[config.mk]
export PLATFORM = sky130hd
export DESIGN_NAME = pe_conv_row_sequencer
export DESIGN_NICKNAME = d
export VERILOG_FILES = /design/src/rtl/pe_conv_row_sequencer.sv
export SDC_FILE = /design/constraint.sdc
export NUM_CORES = 1
export LEC_CHECK = 0
export ABC_AREA = 0
export ABC_CLOCK_PERIOD_IN_PS = 3050
export BUFFER_PORTS_ARGS = -buffer_cell sky130_fd_sc_hd__buf_4
export CAP_MARGIN = 20
export CORE_ASPECT_RATIO = 0.7
export CORE_MARGIN = 2
export CORE_UTILIZATION = 40
export CTS_BUF_LIST = sky130_fd_sc_hd__clkbuf_4
export DETAILED_ROUTE_END_ITERATION = 10
export GPL_ROUTABILITY_DRIVEN = 0
export PLACE_DENSITY = 0.75
export SYNTH_ARGS = -nofsm -noshare
export SYNTH_HDL_FRONTEND = slang
export SYNTH_SLANG_ARGS = --single-unit
[constraint.sdc]
create_clock -name i_clk -period 3.05 [get_ports i_clk]
set_clock_uncertainty 0.1 [all_clocks]
set_input_delay 0.1525 -clock i_clk [delete_from_list [all_inputs] [get_ports i_clk]]
set_output_delay 0.1525 -clock i_clk [all_outputs]
set_load 0.005 [all_outputs]
[src/rtl/pe_conv_row_sequencer.sv]
// pe_conv_row_sequencer
// Runs a stride-1 1-D row convolution on a single multiplier inside a PE.
// For each output pixel it accepts an incoming partial sum, streams S
// filter/ifmap pairs out of the scratchpads through the multiplier,
// accumulates the products on top of the partial sum, and offers the
// finished sum downstream. One row produces E output pixels.
//
// Pipeline:
//   MAC cycle   : scratchpad read issued (filter tap k, ifmap pixel out_idx+k)
//   stage 2     : read data returns and is driven straight onto the multiplier
//                 operands; the multiplier registers on the falling edge, so
//                 the product is accumulated on the closing rising edge.
// DRAIN exists only to let the final stage-2 cycle complete before OUTPUT.

module pe_conv_row_sequencer #(
    parameter int PIXEL_WIDTH  = 16,
    parameter int PSUM_WIDTH   = 32,
    parameter int FILT_ADDR_W  = 4,
    parameter int IFMAP_ADDR_W = 5,
    parameter int OUT_CNT_W    = 5
) (
    input  logic                            i_clk,
    input  logic                            i_reset,
    input  logic                            i_start,
    input  logic [FILT_ADDR_W-1:0]          i_cfg_filt_len,
    input  logic [OUT_CNT_W-1:0]            i_cfg_num_out,
    output logic                            o_busy,
    output logic                            o_done,
    output logic [FILT_ADDR_W-1:0]          o_filt_addr,
    output logic [IFMAP_ADDR_W-1:0]         o_ifmap_addr,
    output logic                            o_spad_rd_en,
    input  logic signed [PIXEL_WIDTH-1:0]   i_filt_data,
    input  logic signed [PIXEL_WIDTH-1:0]   i_ifmap_data,
    output logic                            o_mul_enable,
    output logic signed [PIXEL_WIDTH-1:0]   o_mul_a,
    output logic signed [PIXEL_WIDTH-1:0]   o_mul_b,
    input  logic signed [2*PIXEL_WIDTH-1:0] i_mul_product,
    input  logic [PSUM_WIDTH-1:0]           i_psum_in,
    input  logic                            i_psum_in_valid,
    output logic                            o_psum_in_ready,
    output logic [PSUM_WIDTH-1:0]           o_psum_out,
    output logic                            o_psum_out_valid,
    input  logic                            i_psum_out_ready
);

    // FSM encoding
    localparam logic [2:0] S_IDLE   = 3'd0;
    localparam logic [2:0] S_LOAD   = 3'd1;
    localparam logic [2:0] S_MAC    = 3'd2;
    localparam logic [2:0] S_DRAIN  = 3'd3;
    localparam logic [2:0] S_OUTPUT = 3'd4;
    localparam logic [2:0] S_DONE   = 3'd5;

    localparam logic [FILT_ADDR_W-1:0] FILT_ONE = FILT_ADDR_W'(1);
    localparam logic [OUT_CNT_W-1:0]   OUT_ONE  = OUT_CNT_W'(1);

    // State and datapath registers
    logic [2:0]              r_state;
    logic [FILT_ADDR_W-1:0]  r_filt_len;   // S, latched on an accepted start
    logic [OUT_CNT_W-1:0]    r_num_out;    // E, latched on an accepted start
    logic [OUT_CNT_W-1:0]    r_out_idx;    // index of the output pixel being built
    logic [FILT_ADDR_W-1:0]  r_k;          // filter tap currently being read
    logic [PSUM_WIDTH-1:0]   r_acc;        // running partial sum
    logic                    r_s2_valid;   // a read was issued last cycle

    // Combinational helpers
    logic [2:0]              w_state_next;
    logic                    w_start_acc;
    logic                    w_load_hs;
    logic                    w_out_hs;
    logic                    w_last_tap;
    logic                    w_last_out;
    logic [IFMAP_ADDR_W-1:0] w_ifmap_addr;
    logic [PSUM_WIDTH-1:0]   w_prod_ext;

    assign w_start_acc = (r_state == S_IDLE)   && i_start;
    assign w_load_hs   = (r_state == S_LOAD)   && i_psum_in_valid;
    assign w_out_hs    = (r_state == S_OUTPUT) && i_psum_out_ready;
    assign w_last_tap  = (r_k == (r_filt_len - FILT_ONE));
    assign w_last_out  = (r_out_idx == (r_num_out - OUT_ONE));

    // The ifmap window slides by one pixel per output; the address wraps
    // naturally at the scratchpad size.
    assign w_ifmap_addr = IFMAP_ADDR_W'(r_out_idx) + IFMAP_ADDR_W'(r_k);

    // Size cast of a signed operand sign-extends the product to psum width.
    assign w_prod_ext = PSUM_WIDTH'(i_mul_product);

    // Next-state decode
    // NOTE: every variable driven in always_comb gets a default first, so no
    // path through the case can leave it unassigned and infer a latch.
    always_comb begin
        w_state_next = r_state;
        case (r_state)
            S_IDLE: begin
                if (i_start) begin
                    w_state_next = (i_cfg_num_out == '0) ? S_DONE : S_LOAD;
                end
            end
            S_LOAD: begin
                if (i_psum_in_valid) begin
                    w_state_next = (r_filt_len == '0) ? S_OUTPUT : S_MAC;
                end
            end
            S_MAC: begin
                if (w_last_tap) begin
                    w_state_next = S_DRAIN;
                end
            end
            S_DRAIN: begin
                w_state_next = S_OUTPUT;
            end
            S_OUTPUT: begin
                if (i_psum_out_ready) begin
                    w_state_next = w_last_out ? S_DONE : S_LOAD;
                end
            end
            S_DONE: begin
                w_state_next = S_IDLE;
            end
            default: begin
                w_state_next = S_IDLE;
            end
        endcase
    end

    // State register
    // NOTE: sequential state uses non-blocking assignments so every register
    // samples pre-edge values regardless of block ordering.
    always_ff @(posedge i_clk or posedge i_reset) begin
        if (i_reset) begin
            r_state <= S_IDLE;
        end else begin
            r_state <= w_state_next;
        end
    end

    // Row configuration, captured only when a start is accepted
    always_ff @(posedge i_clk or posedge i_reset) begin
        if (i_reset) begin
            r_filt_len <= '0;
            r_num_out  <= '0;
        end else if (w_start_acc) begin
            r_filt_len <= i_cfg_filt_len;
            r_num_out  <= i_cfg_num_out;
        end
    end

    // Output-pixel counter: cleared on start, advanced on each psum_out handshake
    always_ff @(posedge i_clk or posedge i_reset) begin
        if (i_reset) begin
            r_out_idx <= '0;
        end else if (w_start_acc) begin
            r_out_idx <= '0;
        end else if (w_out_hs) begin
            r_out_idx <= r_out_idx + OUT_ONE;
        end
    end

    // Tap counter: cleared when a psum is loaded, advanced once per read
    always_ff @(posedge i_clk or posedge i_reset) begin
        if (i_reset) begin
            r_k <= '0;
        end else if (w_load_hs) begin
            r_k <= '0;
        end else if (r_state == S_MAC) begin
            r_k <= r_k + FILT_ONE;
        end
    end

    // Stage-2 valid: marks the cycle in which read data sits on the operands
    always_ff @(posedge i_clk or posedge i_reset) begin
        if (i_reset) begin
            r_s2_valid <= 1'b0;
        end else begin
            r_s2_valid <= (r_state == S_MAC);
        end
    end

    // Accumulator: seeded with the incoming psum, then one product per stage-2 cycle
    always_ff @(posedge i_clk or posedge i_reset) begin
        if (i_reset) begin
            r_acc <= '0;
        end else if (w_load_hs) begin
            r_acc <= i_psum_in;
        end else if (r_s2_valid) begin
            r_acc <= r_acc + w_prod_ext;
        end
    end

    // Outputs decoded from registered state only, so they drop to zero as
    // soon as reset asserts.
    always_comb begin
        o_busy           = (r_state == S_LOAD) || (r_state == S_MAC) ||
                           (r_state == S_DRAIN) || (r_state == S_OUTPUT);
        o_done           = (r_state == S_DONE);
        o_spad_rd_en     = (r_state == S_MAC);
        o_filt_addr      = (r_state == S_MAC) ? r_k : '0;
        o_ifmap_addr     = (r_state == S_MAC) ? w_ifmap_addr : '0;
        o_mul_enable     = r_s2_valid;
        o_mul_a          = r_s2_valid ? i_ifmap_data : '0;
        o_mul_b          = r_s2_valid ? i_filt_data : '0;
        o_psum_in_ready  = (r_state == S_LOAD);
        o_psum_out_valid = (r_state == S_OUTPUT);
        o_psum_out       = (r_state == S_OUTPUT) ? r_acc : '0;
    end

endmodule
==> results of run 1 <==
[worst reg2reg max path: cells and delay by family, from the launching register on]
kind                     cells  cell delay, ps
flip-flops                   1             440
adder cells (fa/ha/maj)      1             320
AND/OR/NAND/NOR              1             300
AO/OA/AOI/OAI                7            1630
[cell usage in the layout (no fill, tap or decap), types with 2 or more instances in the layout]
cell | synthesis | final
o21a_1 | 3 | 3
o21ai_0 | 57 | 57
a31oi_1 | 7 | 7
inv_1 | 20 | 19
nand2_1 | 54 | 54
nor2_1 | 36 | 35
buf_4 | 2 | 198
mux2i_1 | 17 | 17
bufinv_16 | 0 | 2
mux2_2 | 5 | 5
ha_1 | 40 | 40
nand2b_1 | 2 | 2
and3_1 | 36 | 36
a211oi_1 | 2 | 2
xnor2_1 | 29 | 29
a21oi_1 | 62 | 61
dfrtp_1 | 54 | 53
o211ai_1 | 7 | 7
nor4_1 | 2 | 2
nand3_1 | 7 | 7
and2_1 | 40 | 40
o22ai_1 | 2 | 2
nor3b_1 | 11 | 11
a21o_1 | 13 | 13
xor2_1 | 23 | 23
or3_1 | 5 | 5
dlygate4sd3_1 | 0 | 44
nor2b_1 | 2 | 2
nand4_1 | 4 | 4
a221o_1 | 4 | 4
clkinv_1 | 1 | 2
clkbuf_4 | 0 | 5
nor3_1 | 3 | 3
[power groups by stage]
stage	Sequential, mW	Clock (mW)	Combinational [mW]
floorplan	1.24	0	2.72
global placement	1.37	0	3.50
detailed placement	1.39	0	3.60
CTS	1.38	0.514	3.68
global route	1.44	0.539	4.17
finish	1.39	0.508	3.74
[worst max-delay path by stage]
stage	start	end	slack, ps	depth (start not counted)
after floorplan	r_acc[0]$_DFFE_PP0P_	r_acc[24]$_DFFE_PP0P_	310	10
after global placement	r_acc[0]$_DFFE_PP0P_	r_acc[18]$_DFFE_PP0P_	90	10
after detailed placement	r_acc[0]$_DFFE_PP0P_	r_acc[18]$_DFFE_PP0P_	10	10
after CTS	r_acc[0]$_DFFE_PP0P_	r_acc[24]$_DFFE_PP0P_	20	11
after global routing	r_acc[0]$_DFFE_PP0P_	r_acc[18]$_DFFE_PP0P_	-6	11
final	r_acc[4]$_DFFE_PP0P_	r_acc[31]$_DFFE_PP0P_	160	9
[area by class of cell]
class	count	share of cell area (%)
clock inverters	3	0.9023
repair buffers	243	27.53
clock buffers	5	0.5308
well taps	157	2.778
inverters	21	1.115
multi-input cells	499	48.02
flip-flops and latches	54	19.13
[stage by stage]
stage / setup slack [ps] / setup TNS, ps
final: 160.6 / 0
after global routing: -5.720 / -5.720
after CTS: 22.70 / 0
after detailed placement: 12.26 / 0
after global placement: 88.96 / 0
after floorplan: 305.8 / 0
[kinds of logic after synthesis]
group,count (synthesis)
xor gates and xnor gates,52
AOI/OAI and AO/OA,173
muxes,22
DFF,54
buffers and inverters,52
adders and majority gates,42
and+or+nand+nor,210
[per-layer routing]
metal	wire length [microns]	vias to the layer above
met3	1120	17
met1	7435	2507
met2	7208	210
met5	0	-
met4	163	0
li1	-	2589
[repair_timing]
action / 4_1_cts / 5_1_grt
endpoints found under the hold margin: 57 / 0
pin swaps: 1 / 2
setup endpoints to repair: 1 / 5
setup buffers: 1 / 1
gates resized for setup: 0 / 2
hold buffers: 44 / 0
[flip-flops by register name (all words and copies together) (netlist names)]
register	flops
r_state	3
r_acc	32
r_num_out	5
o_mul_enable	1
r_filt_len	4
r_k	4
r_out_idx	5
==> impl_metrics.py, run 1 <==
metrics = {
    "critical_path": {
        "worstPathCellList": "ha_1 -> a21oi_1 -> o31a_1 -> a21o_1 -> o21ai_0 -> a31o_2 -> nor4_1 -> a31oi_1 -> a221o_1",
        "worst-path-buf-inv": 0,
        "cp_max_fo": 4,
        "regToRegStartpoint": "r_acc[4]$_DFFE_PP0P_",
        "r2r-end": "r_acc[31]$_DFFE_PP0P_",
        "critPathTopFamily": "compound AO/OA/AOI/OAI gates",
        "critPathArrivalTime_ps": 3080,
        "critPathLaunchType": "flip-flop",
        "cp_slowest_cell": "dfrtp_1",
        "critPathKind": "flip-flop to flip-flop",
        "r2r_cells": 9,
        "max_stage_delay_ps": 440,
        "rrSetupSlack_ps": 160,
        "cp-end-kind": "flip-flop",
        "crit_required_ps": 3240,
    },
    "finish": {
        "multi_input_area_sq_mm": 0.003396,
        "diodes": 0,
        "nNetsFinal": 976,
        "stdcell_count": 982,
        "finalInstanceArea_sq_mm": 0.007072,
        "fin_util_pct": 59.47,
        "regArea_sq_mm": 0.001353,
        "area_growth_pct": 42.69,
        "drive_gt1_share_pct": 27.27,
        "fillers": 1020,
    },
    "synth": {
        "synthCells": 605,
        "ys_seq_area_share_pct": 27.27,
        "synthSimpleGateAreaFrac_pct": 22.44,
        "synth_commonest_cells": "a21oi_1, o21ai_0, dfrtp_1, nand2_1",
        "yosys.area.top_type_share_pct": 27.27,
        "syn_nets": 757,
        "synth_compound_area_share_pct": 21.21,
        "synth_most_common_cell": "a21oi_1",
        "synth_top_family_by_area": "simple AND/OR/NAND/NOR gates",
        "yosys_warnings": 0,
        "synth_seq_cells": 54,
        "synthArstFlopShare_pct": 100.0,
        "synth_xor_area_share_pct": 9.190,
        "synthMuxAreaShare_pct": 4.570,
        "post-synth-top-area-cell": "dfrtp_1",
        "avgSynthCellArea_sq_um": 8.192,
        "synthAdderAreaFrac_pct": 10.91,
        "synth_cell_types": 61,
        "syn_area_sq_mm": 0.004956,
        "synth_enable_flop_cells": 0,
        "synth_area_leaders": "dfrtp_1, ha_1, a21oi_1",
        "synthFlopType": "dfrtp_1",
    },
    "run_status": {
        "status": "completed",
    },
    "run": {
        "drv_cap": 0,
    },
    "floorplanning": {
        "core_area_sq_mm": 0.01189,
        "die_height_microns": 97.13,
        "start_util_pct": 41.68,
        "die_area_sq_mm": 0.01331,
        "io_pins": 189,
        "die_w_microns": 137.0,
        "fp-row-count": 33,
    },
    "place": {
        "dp_cells": 928,
        "postPlaceCellArea_sq_mm": 0.006509,
        "port-buffer-count": 188,
        "hpwl_mm": 11.99,
    },
    "clocking": {
        "cts.sink_count": 54,
        "clockRootBuffer": "clkbuf_4",
        "ctsLongestPathBuffers": 2,
        "cts_tree": "built",
        "cts_buffers": 5,
        "htree_num_levels": 2,
        "clock_latency_ps": 400,
        "clk_pin_slew_ps": 170,
    },
    "grt": {
        "grt_overflow": 0,
        "use_met3_pct": 4.799,
        "grtUsageMet2_pct": 36.93,
        "grt_first_pass_wirelength_mm": 25.66,
        "grt_max_degree": 49,
        "grt_busiest_layer": "met2",
        "grt_pass1_vias": 5249,
        "antenna_found_initial": 0,
        "use_met1_pct": 33.62,
        "grtUsageTotal_pct": 23.51,
    },
    "routing": {
        "drt-total-wl_mm": 15.93,
        "vias_per_cell": 5.421,
        "drt_iter0_drc": 551,
        "drt_pass1_iterations": 5,
        "drtAntennaViolNets": 0,
        "wl_per_cell_microns": 16.22,
        "drc": 0,
        "dr_total_vias": 5323,
    },
    "worst_hold_path": {
        "hold_start": "i_mul_product[0]",
        "hp-class": "input pin to flip-flop",
        "holdPathStages": 4,
        "holdPathEnd": "r_acc[0]$_DFFE_PP0P_",
    },
    "pwr": {
        "p_seq_share_pct": 24.6,
        "p_leak_nw": 3.478,
        "switching_share_pct": 46.42,
        "clock_power_share_pct": 9.0,
        "p_switching_mw": 2.616,
        "p_int_mw": 3.020,
        "vdd_drop_max_mv": 0.3428,
        "total_power_mw": 5.636,
        "comb_power_share_pct": 66.4,
        "powerDensity_mw_per_mm2": 796.9,
    },
    "timing": {
        "fmax_mhz": 346.1,
        "setup_violations": 0,
        "min_period_ps": 2889,
        "worst_pin_slew_ps": 532.1,
        "drv_slew": 0,
        "hold_viol": 0,
        "max_slew_margin_pct": 64.15,
        "post-route-period-util_pct": 94.73,
        "hold-worst-slack_ps": 98.44,
    },
}
Note: power is estimated with default switching activity, not from simulation.
==> run 2: changes to the inputs <==
- PLACE_DENSITY: 0.75 -> 0.7
==> run 2 against run 1 <==
- sequential share of layout area rose by 0.12 points
- clock power decreased by 13%
- routed wire length up 2.0%
- critical endpoint is now r_acc[24]$_DFFE_PP0P_
- total power fell by 1.2%
- sequential power barely moved
- worst setup slack got worse by 94 ps
- final cell count decreased by 0.10%
- critical path type unchanged
==> impl_metrics.py, run 2 (synthesis gave the netlist of run 1 again) <==
metrics = {
    "critical_path": {
        "critPathLaunchType": "flip-flop",
        "cp_max_fo": 3,
        "worst-path-buf-inv": 0,
        "r2r_cells": 10,
        "crit_required_ps": 3270,
        "critPathKind": "flip-flop to flip-flop",
        "cp-end-kind": "flip-flop",
        "worstPathCellList": "ha_1 -> fa_2 -> a21oi_2 -> o211ai_1 -> a2111oi_4 -> o21bai_4 -> nand3_2 -> o21ai_0 -> xor2_1 -> a221o_1",
        "max_stage_delay_ps": 530,
        "regToRegStartpoint": "r_acc[0]$_DFFE_PP0P_",
        "crit_cells": 10,
        "critPathTopFamily": "compound AO/OA/AOI/OAI gates",
        "cp_slowest_cell": "a2111oi_4",
        "critPathLaunch": "r_acc[0]$_DFFE_PP0P_",
        "critPathArrivalTime_ps": 3200,
    },
    "timing": {
        "setup_violations": 0,
        "setup_ws_ps": 66.57,
        "fmax_mhz": 335.2,
        "post-route-period-util_pct": 97.82,
        "min_period_ps": 2983,
        "hold_viol": 0,
        "rsz0062_at_grt": "no",
        "max_slew_margin_pct": 50.05,
        "hold-worst-slack_ps": 88.86,
        "worst_pin_slew_ps": 748.4,
        "tns_ps": 0,
        "drv_slew": 0,
    },
    "finish": {
        "mostFrequentLayoutCells": "buf_4, a21oi_1, o21ai_0, nand2_1, dfrtp_1",
        "mostFrequentLayoutCell": "buf_4",
        "nNetsFinal": 975,
        "area_growth_pct": 41.81,
        "diodes": 0,
        "reg_top3": "r_acc: 32 flops, r_num_out: 5 flops, r_out_idx: 5 flops",
        "drive_gt1_share_pct": 27.31,
        "largest_reg_flops": 32,
        "top_register": "r_acc",
        "finalInstanceArea_sq_mm": 0.007028,
    },
    "run": {
        "drv_cap": 0,
    },
    "routing": {
        "drt_iter0_drc": 442,
        "drt-total-wl_mm": 16.25,
        "vias_per_cell": 5.428,
        "dr_total_vias": 5325,
        "wl_per_cell_microns": 16.56,
        "drtAntennaViolNets": 0,
        "drc": 0,
        "drt_pass1_iterations": 5,
    },
    "clocking": {
        "clockRootBuffer": "clkbuf_4",
        "clk_pin_slew_ps": 180,
        "clock_latency_ps": 410,
        "htree_num_levels": 2,
        "cts.sink_count": 54,
        "cts_tree": "built",
        "cts_buffers": 5,
        "ctsLongestPathBuffers": 2,
    },
    "grt": {
        "grtUsageTotal_pct": 23.78,
        "grt_busiest_layer": "met2",
        "grt_overflow": 0,
        "use_met3_pct": 3.495,
        "grt_max_degree": 47,
        "grt_first_pass_wirelength_mm": 25.61,
        "antenna_found_initial": 0,
        "use_met1_pct": 33.65,
        "grt_pass1_vias": 5253,
        "grtUsageMet2_pct": 38.12,
    },
    "run_status": {
        "status": "completed",
    },
    "pwr": {
        "vdd_drop_max_mv": 0.4643,
        "powerDensity_mw_per_mm2": 792.2,
        "p_leak_nw": 3.462,
    },
    "worst_hold_path": {
        "hold_start": "i_mul_product[0]",
        "hp-class": "input pin to flip-flop",
        "holdPathStages": 4,
    },
    "place": {
        "hpwl_mm": 12.13,
        "port-buffer-count": 188,
        "dp_slack_ps": 27.63,
        "postPlaceCellArea_sq_mm": 0.006496,
    },
    "floorplanning": {
        "die_w_microns": 137.0,
        "core_area_sq_mm": 0.01189,
        "die_height_microns": 97.13,
        "start_util_pct": 41.68,
        "fp-row-count": 33,
        "io_pins": 189,
        "die_area_sq_mm": 0.01331,
    },
}
run 2: cell count changes in the layout (fill, tap and decap cells not counted), sizes merged:
cell	change
buf	-1
bufinv	-1
clkinv	+1
run 2: worst paths after layout:
| kind | endpoint | slack [ps] |
|---|---|---|
| max | r_acc[24]$_DFFE_PP0P_ | 70 |
| min | r_acc[0]$_DFFE_PP0P_ | 90 |
| max reg2reg | r_acc[24]$_DFFE_PP0P_ | 70 |
| min reg2reg | r_num_out[4]$_DFFE_PP0P_ | 470 |
| max in group asynchronous | r_out_idx[0]$_DFFE_PP0P_ | 1810 |
| min in group asynchronous | r_num_out[0]$_DFFE_PP0P_ | 190 |
run 2: tightest hold or removal path, delay by kind of cell:
family / cells / cell delay [ps]
multiplexers: 1 / 70
buffers and inverters: 1 / 80
adder cells (fa/ha/maj): 1 / 130
AO/OA/AOI/OAI: 1 / 140
run 2: through the flow:
stage | cells | utilization [%] | total power, mW
3_5_place_dp | 928 | 54.63 | 5.011
3_3_place_gp | 928 | 54.63 | 4.886
4_1_cts | 980 | 58.99 | 5.506
6_report | 981 | 59.10 | 5.568
2_1_floorplan | 605 | - | 3.966
5_1_grt | 981 | 59.10 | 6.047
run 2: cell type report:
type,instances,area [sq um]
inverter,21,78.83
fill,1074,4863
sequential,54,1353
timing repair buffer,242,1927
clock inverter,3,40.04
clock buffer,5,37.54
tap,157,196.4
multi-input combinational,499,3396
run 2: report_power, final:
group | total [mW] | leakage, nW | internal (mW) | switching, mW
clock | 0.440 | 0.0450 | 0.170 | 0.270
combinational | 3.74 | 2.75 | 1.72 | 2.02
sequential | 1.39 | 0.668 | 1.03 | 0.358
run 2: repair_timing:
action                                  4_1_cts  5_1_grt
setup buffers                                 0        1
gates resized for setup                       0        3
endpoints found under the setup margin        0        5
hold buffers                                 44        0
hold endpoints to repair                     64        0
run 2: metal layers:
metal | wire length [microns] | share of wire [%] | up-vias
li1 | - | - | 2580
met5 | 0 | 0 | -
met4 | 292 | 1.8 | 0
met2 | 7326 | 45 | 205
met1 | 7596 | 47 | 2511
met3 | 1033 | 6.4 | 29
